==> src/rtl/muldiv_hilo_sequencer.sv <==
// EX-stage control beside the ALU/multiplier datapath: funct decode,
// MULTU sequencing with HI/LO write enable, and HI/LO hazard stall.
module muldiv_hilo_sequencer #(
  parameter int MUL_CYCLES = 32
) (
  input  logic       clk,
  input  logic       reset,
  input  logic       valid_in,
  input  logic [5:0] funct,
  input  logic       flush,
  output logic [2:0] alu_ctrl,
  output logic [1:0] result_sel,
  output logic       mul_start,
  output logic       mul_busy,
  output logic       hilo_we,
  output logic       stall
);

  localparam logic [5:0] F_AND   = 6'b100100;
  localparam logic [5:0] F_OR    = 6'b100101;
  localparam logic [5:0] F_ADD   = 6'b100000;
  localparam logic [5:0] F_SUB   = 6'b100010;
  localparam logic [5:0] F_BEQ   = 6'b000011;
  localparam logic [5:0] F_SLT   = 6'b101010;
  localparam logic [5:0] F_SLL   = 6'b000000;
  localparam logic [5:0] F_MFHI  = 6'b010000;
  localparam logic [5:0] F_MFLO  = 6'b010010;
  localparam logic [5:0] F_MULTU = 6'b011001;

  // Counter covers every MUL_RUN edge so hilo_we lands MUL_CYCLES edges
  // after acceptance.
  localparam logic [5:0] CNT_LOAD = 6'(MUL_CYCLES - 1);

  typedef enum logic [1:0] {
    IDLE,
    MUL_RUN,
    MUL_WB
  } state_t;

  state_t     state;
  logic [5:0] cnt;
  logic       hilo_op;

  always_comb begin
    alu_ctrl   = 3'b010;
    result_sel = 2'b00;
    case (funct)
      F_AND:   alu_ctrl = 3'b000;
      F_OR:    alu_ctrl = 3'b001;
      F_ADD:   alu_ctrl = 3'b010;
      F_SUB:   alu_ctrl = 3'b110;
      F_BEQ:   alu_ctrl = 3'b110;
      F_SLT:   alu_ctrl = 3'b111;
      F_SLL:   result_sel = 2'b11;
      F_MFHI:  result_sel = 2'b01;
      F_MFLO:  result_sel = 2'b10;
      default: ;
    endcase
  end

  assign hilo_op  = (funct == F_MFHI) | (funct == F_MFLO)
                  | (funct == F_MULTU);
  assign mul_busy = (state != IDLE);
  assign stall    = valid_in & mul_busy & hilo_op;

  always_ff @(posedge clk) begin
    if (reset) begin
      state     <= IDLE;
      cnt       <= '0;
      mul_start <= 1'b0;
      hilo_we   <= 1'b0;
    end else if (flush) begin
      state     <= IDLE;
      cnt       <= '0;
      mul_start <= 1'b0;
      hilo_we   <= 1'b0;
    end else begin
      mul_start <= 1'b0;
      hilo_we   <= 1'b0;
      case (state)
        IDLE: begin
          if (valid_in && funct == F_MULTU) begin
            state     <= MUL_RUN;
            cnt       <= CNT_LOAD;
            mul_start <= 1'b1;
          end
        end
        MUL_RUN: begin
          if (cnt != 6'd0) begin
            cnt <= cnt - 6'd1;
          end else begin
            state   <= MUL_WB;
            hilo_we <= 1'b1;
          end
        end
        MUL_WB: state <= IDLE;
        default: state <= IDLE;
      endcase
    end
  end

endmodule

==> config.mk <==
export PLATFORM = sky130hd
export DESIGN_NAME = muldiv_hilo_sequencer
export DESIGN_NICKNAME = d
export VERILOG_FILES = /design/src/rtl/muldiv_hilo_sequencer.sv
export SDC_FILE = /design/constraint.sdc
export NUM_CORES = 1
export LEC_CHECK = 0
export ABC_AREA = 0
export BUFFER_PORTS_ARGS = -buffer_cell sky130_fd_sc_hd__buf_4
export CORE_MARGIN = 5
export CORE_UTILIZATION = 35
export CTS_CLUSTER_SIZE = 40
export DETAILED_ROUTE_END_ITERATION = 12
export SYNTH_ARGS = -nofsm -noshare
export SYNTH_HDL_FRONTEND = slang
export SYNTH_SLANG_ARGS = --single-unit
==> constraint.sdc <==
create_clock -name clk -period 1.7 [get_ports clk]
set_input_delay 0.17 -clock clk [delete_from_list [all_inputs] [get_ports clk]]
set_output_delay 0.17 -clock clk [all_outputs]
set_load 0.1 [all_outputs]
==> summary.json <==
{
  "worst_setup_path": {
    "critical_path.startpoint_type": "register",
    "worst-r2r-setup-slack_ns": 0.17,
    "critical_path_class": "register to register",
    "cp_max_fo": 3,
    "r2r_end": "cnt[5]",
    "r2r_start": "cnt[1]",
    "critPathCaptureType": "register",
    "timing.reg2reg.worst_path_depth": 6,
    "critPathArrivalTime_ns": 1.67,
    "timing.critical_path.required_ns": 1.84
  },
  "status": {
    "run_status": "finished, final reports clean"
  },
  "layout": {
    "layout_common_cells": "19 x sky130_fd_sc_hd__buf_4, 10 x sky130_fd_sc_hd__dfxtp_1, 8 x sky130_fd_sc_hd__nor3_1, 6 x sky130_fd_sc_hd__nor2_1, 4 x sky130_fd_sc_hd__inv_1",
    "area_growth_pct": 42.2,
    "antenna-diode-count": 0,
    "num-nets-final": 103,
    "final_layout_size_suffix_gt1_frac": 0.378,
    "layout_commonest_cell": "sky130_fd_sc_hd__buf_4",
    "post-route-util": 0.536,
    "finish.cell_count_without_fillers": 106
  },
  "sta": {
    "fin_setup_tns_ns": 0,
    "final_min_period_over_clock_period": 0.902,
    "tightest_slew_ns": 0.330,
    "layout_skew_ns": 0.00794,
    "final-max-slew-violation-count": 0,
    "relative_max_transition_margin": 0.778,
    "setup_viol": 0,
    "hold_ws_ns": 0.175,
    "timing_hold_violations_final": 0,
    "rsz0062_at_grt": "false",
    "finalCriticalPeriod_ns": 1.53,
    "max_clock_freq_mhz": 652
  },
  "routing": {
    "detail_route.iter0.violations": 10,
    "remaining_drc_errors": 0,
    "routed_via_density": 5.36,
    "totalWireLength_um": 1350,
    "dr.max_layer_used": "met4",
    "detailedRoute.firstPassIterationCount": 4,
    "vias": 568,
    "ant_nets": 0,
    "route.met2.wl_um": 589,
    "route.detailed.wl_per_inst_um": 12.8,
    "drt-met1-wl_um": 673,
    "dr_wl_met3_um": 84
  },
  "clock_network": {
    "numClockSinks": 10,
    "cts_setup_buffers": 0,
    "htree_num_levels": 1,
    "worst_setup_hold_path_clk_slew_ns": 0.07,
    "ctsLongestPathBuffers": 2,
    "clock_latency_ns": 0.27,
    "cts_buffers": 3,
    "cts.root.buffer_cell": "sky130_fd_sc_hd__clkbuf_4",
    "postCtsResizedCells": 0,
    "tritoncts": "done",
    "cts_stage_hold_buffer_count": 0
  },
  "run": {
    "maxCapViolations": 0
  },
  "die": {
    "dieWidth_um": 50.7,
    "chipHeight_um": 50.7,
    "design.portCount": 19,
    "fp.dieArea_mm2": 0.00257,
    "site_row_count": 14,
    "design.core.area_mm2": 0.00154,
    "initial_utilization": 0.377
  },
  "pwr": {
    "worst_ir_drop_vdd_v": 0.000594,
    "cell_leakage_power_nw": 0.337,
    "report.power.total_w": 0.000527,
    "power_density_mw_per_mm2": 638
  },
  "yosys": {
    "synthesis.area_um2": 581,
    "synth_fp_nets": 80,
    "synth.distinct_cells": 35,
    "synth_warnings": 0,
    "number_of_instances_in_the_synthesized_netlist": 68,
    "avgSynthCellArea_um2": 8.54,
    "synth.ff_latch_count": 10,
    "synth-seq-area-share": 0.345
  },
  "worst_hold_path": {
    "hold-path-endpoint": "cnt[3]",
    "worst_hold_path.num_cells": 3,
    "timing.hold.worst.start": "flush",
    "min_path_type": "input pin to register"
  },
  "place": {
    "hpwlAfterDp_um": 1100,
    "port-buffer-count": 18,
    "weighted_congestion_at_the_end_of_routability_driven_global_placement": 0.743,
    "numPlacedInstances": 102
  },
  "global_routing": {
    "track_usage": 0.109,
    "grt_remaining_overflow": 0,
    "grt_max_degree": 11,
    "global_route_wire_length_before_repair_um": 2190,
    "grt_antenna_before_repair": 0,
    "first_global_vias": 479
  }
}
[synth_stat cells]
master	instances	area, um2
sky130_fd_sc_hd__a211oi_1	1	7.51
sky130_fd_sc_hd__a21oi_1	1	5.00
sky130_fd_sc_hd__a21oi_2	1	8.76
sky130_fd_sc_hd__a221oi_1	1	8.76
sky130_fd_sc_hd__a311oi_1	1	8.76
sky130_fd_sc_hd__a31oi_1	1	6.26
sky130_fd_sc_hd__a32o_1	1	10.0
sky130_fd_sc_hd__and3b_1	1	8.76
sky130_fd_sc_hd__clkbuf_1	1	3.75
sky130_fd_sc_hd__dfxtp_1	10	200
sky130_fd_sc_hd__ha_1	2	25.0
sky130_fd_sc_hd__inv_1	4	15.0
sky130_fd_sc_hd__nand2_1	3	11.3
sky130_fd_sc_hd__nand2b_1	1	6.26
sky130_fd_sc_hd__nand3b_1	1	7.51
sky130_fd_sc_hd__nand4_1	1	6.26
sky130_fd_sc_hd__nand4b_1	1	8.76
sky130_fd_sc_hd__nand4bb_1	1	11.3
sky130_fd_sc_hd__nor2_1	6	22.5
sky130_fd_sc_hd__nor2b_1	1	6.26
sky130_fd_sc_hd__nor3_1	10	50.1
sky130_fd_sc_hd__nor3b_1	2	15.0
sky130_fd_sc_hd__nor4_1	1	6.26
sky130_fd_sc_hd__nor4_2	1	12.5
sky130_fd_sc_hd__nor4b_1	1	8.76
sky130_fd_sc_hd__o21a_1	1	7.51
sky130_fd_sc_hd__o21ai_0	1	5.00
sky130_fd_sc_hd__o221a_1	1	11.3
sky130_fd_sc_hd__o31ai_1	1	7.51
sky130_fd_sc_hd__or2_1	1	6.26
sky130_fd_sc_hd__or2_2	1	6.26
sky130_fd_sc_hd__or2_4	1	8.76
sky130_fd_sc_hd__or3_1	2	12.5
sky130_fd_sc_hd__or3b_2	1	8.76
sky130_fd_sc_hd__xor2_1	3	26.3
[critical path: stages (launching register included)]
cell and delay, ns:
sky130_fd_sc_hd__dfxtp_1 0.31, sky130_fd_sc_hd__inv_1 0.10, sky130_fd_sc_hd__ha_1 0.20, sky130_fd_sc_hd__or3b_2 0.45, sky130_fd_sc_hd__nand4_1 0.12, sky130_fd_sc_hd__xor2_1 0.17
sky130_fd_sc_hd__nor3_1 0.06
[flip-flops by register name, summed over array words and instances, names as in the netlist]
signal and count:
state 2, hilo_we 1, mul_start 1, cnt 6
[kinds of logic (layout without fill, tap and decap cells)]
| kind of cell | after synthesis | in the layout | synth area share |
|---|---|---|---|
| adders and majority gates | 2 | 2 | 0.0431 |
| DFF | 10 | 10 | 0.345 |
| and+or+nand+nor | 37 | 37 | 0.386 |
| AOI/OAI and AO/OA | 11 | 11 | 0.149 |
| buffers and inverters | 5 | 27 | 0.0323 |
| xor gates and xnor gates | 3 | 3 | 0.0453 |
[metrics by stage]
stage          setup WS, ns  cell area [um2]
5_1_grt              0.0589              826
3_5_place_dp          0.212              790
4_1_cts               0.172              826
2_1_floorplan        0.0426              631
6_report              0.167              826
3_3_place_gp          0.191              790
[where the power goes]
part,internal (W),leakage [nW],total [W],switching (W)
registers,0.000235,0.0805,0.000235,0.000000370
logic,0.0000304,0.235,0.0000807,0.0000503
clock network,0.000130,0.0210,0.000211,0.0000812
[area by class of cell]
type / instances / area [um2]
multi-input combinational: 53 / 412
timing repair buffer: 19 / 143
tap: 16 / 20.0
fill: 143 / 716
sequential: 10 / 200
clock buffer: 4 / 36.3
inverter: 4 / 15.0
[how the worst max path moves through the flow]
stage,start,end,depth (start not counted)
detailed placement,cnt[0],cnt[5],6
global route,cnt[0],cnt[5],6
global placement,cnt[1],cnt[5],6
floorplan,funct[0],alu_ctrl[2],4
finish,cnt[1],cnt[5],6
CTS,state[1],stall,3
[routing by layer]
| metal | GRT usage | vias up |
|---|---|---|
| li1 | - | 301 |
| met1 | 0.154 | 255 |
| met2 | 0.145 | 10 |
| met3 | 0.0562 | 2 |
| met4 | 0.0255 | 0 |
| met5 | 0 | - |
Power figures use the tool's default switching activity.
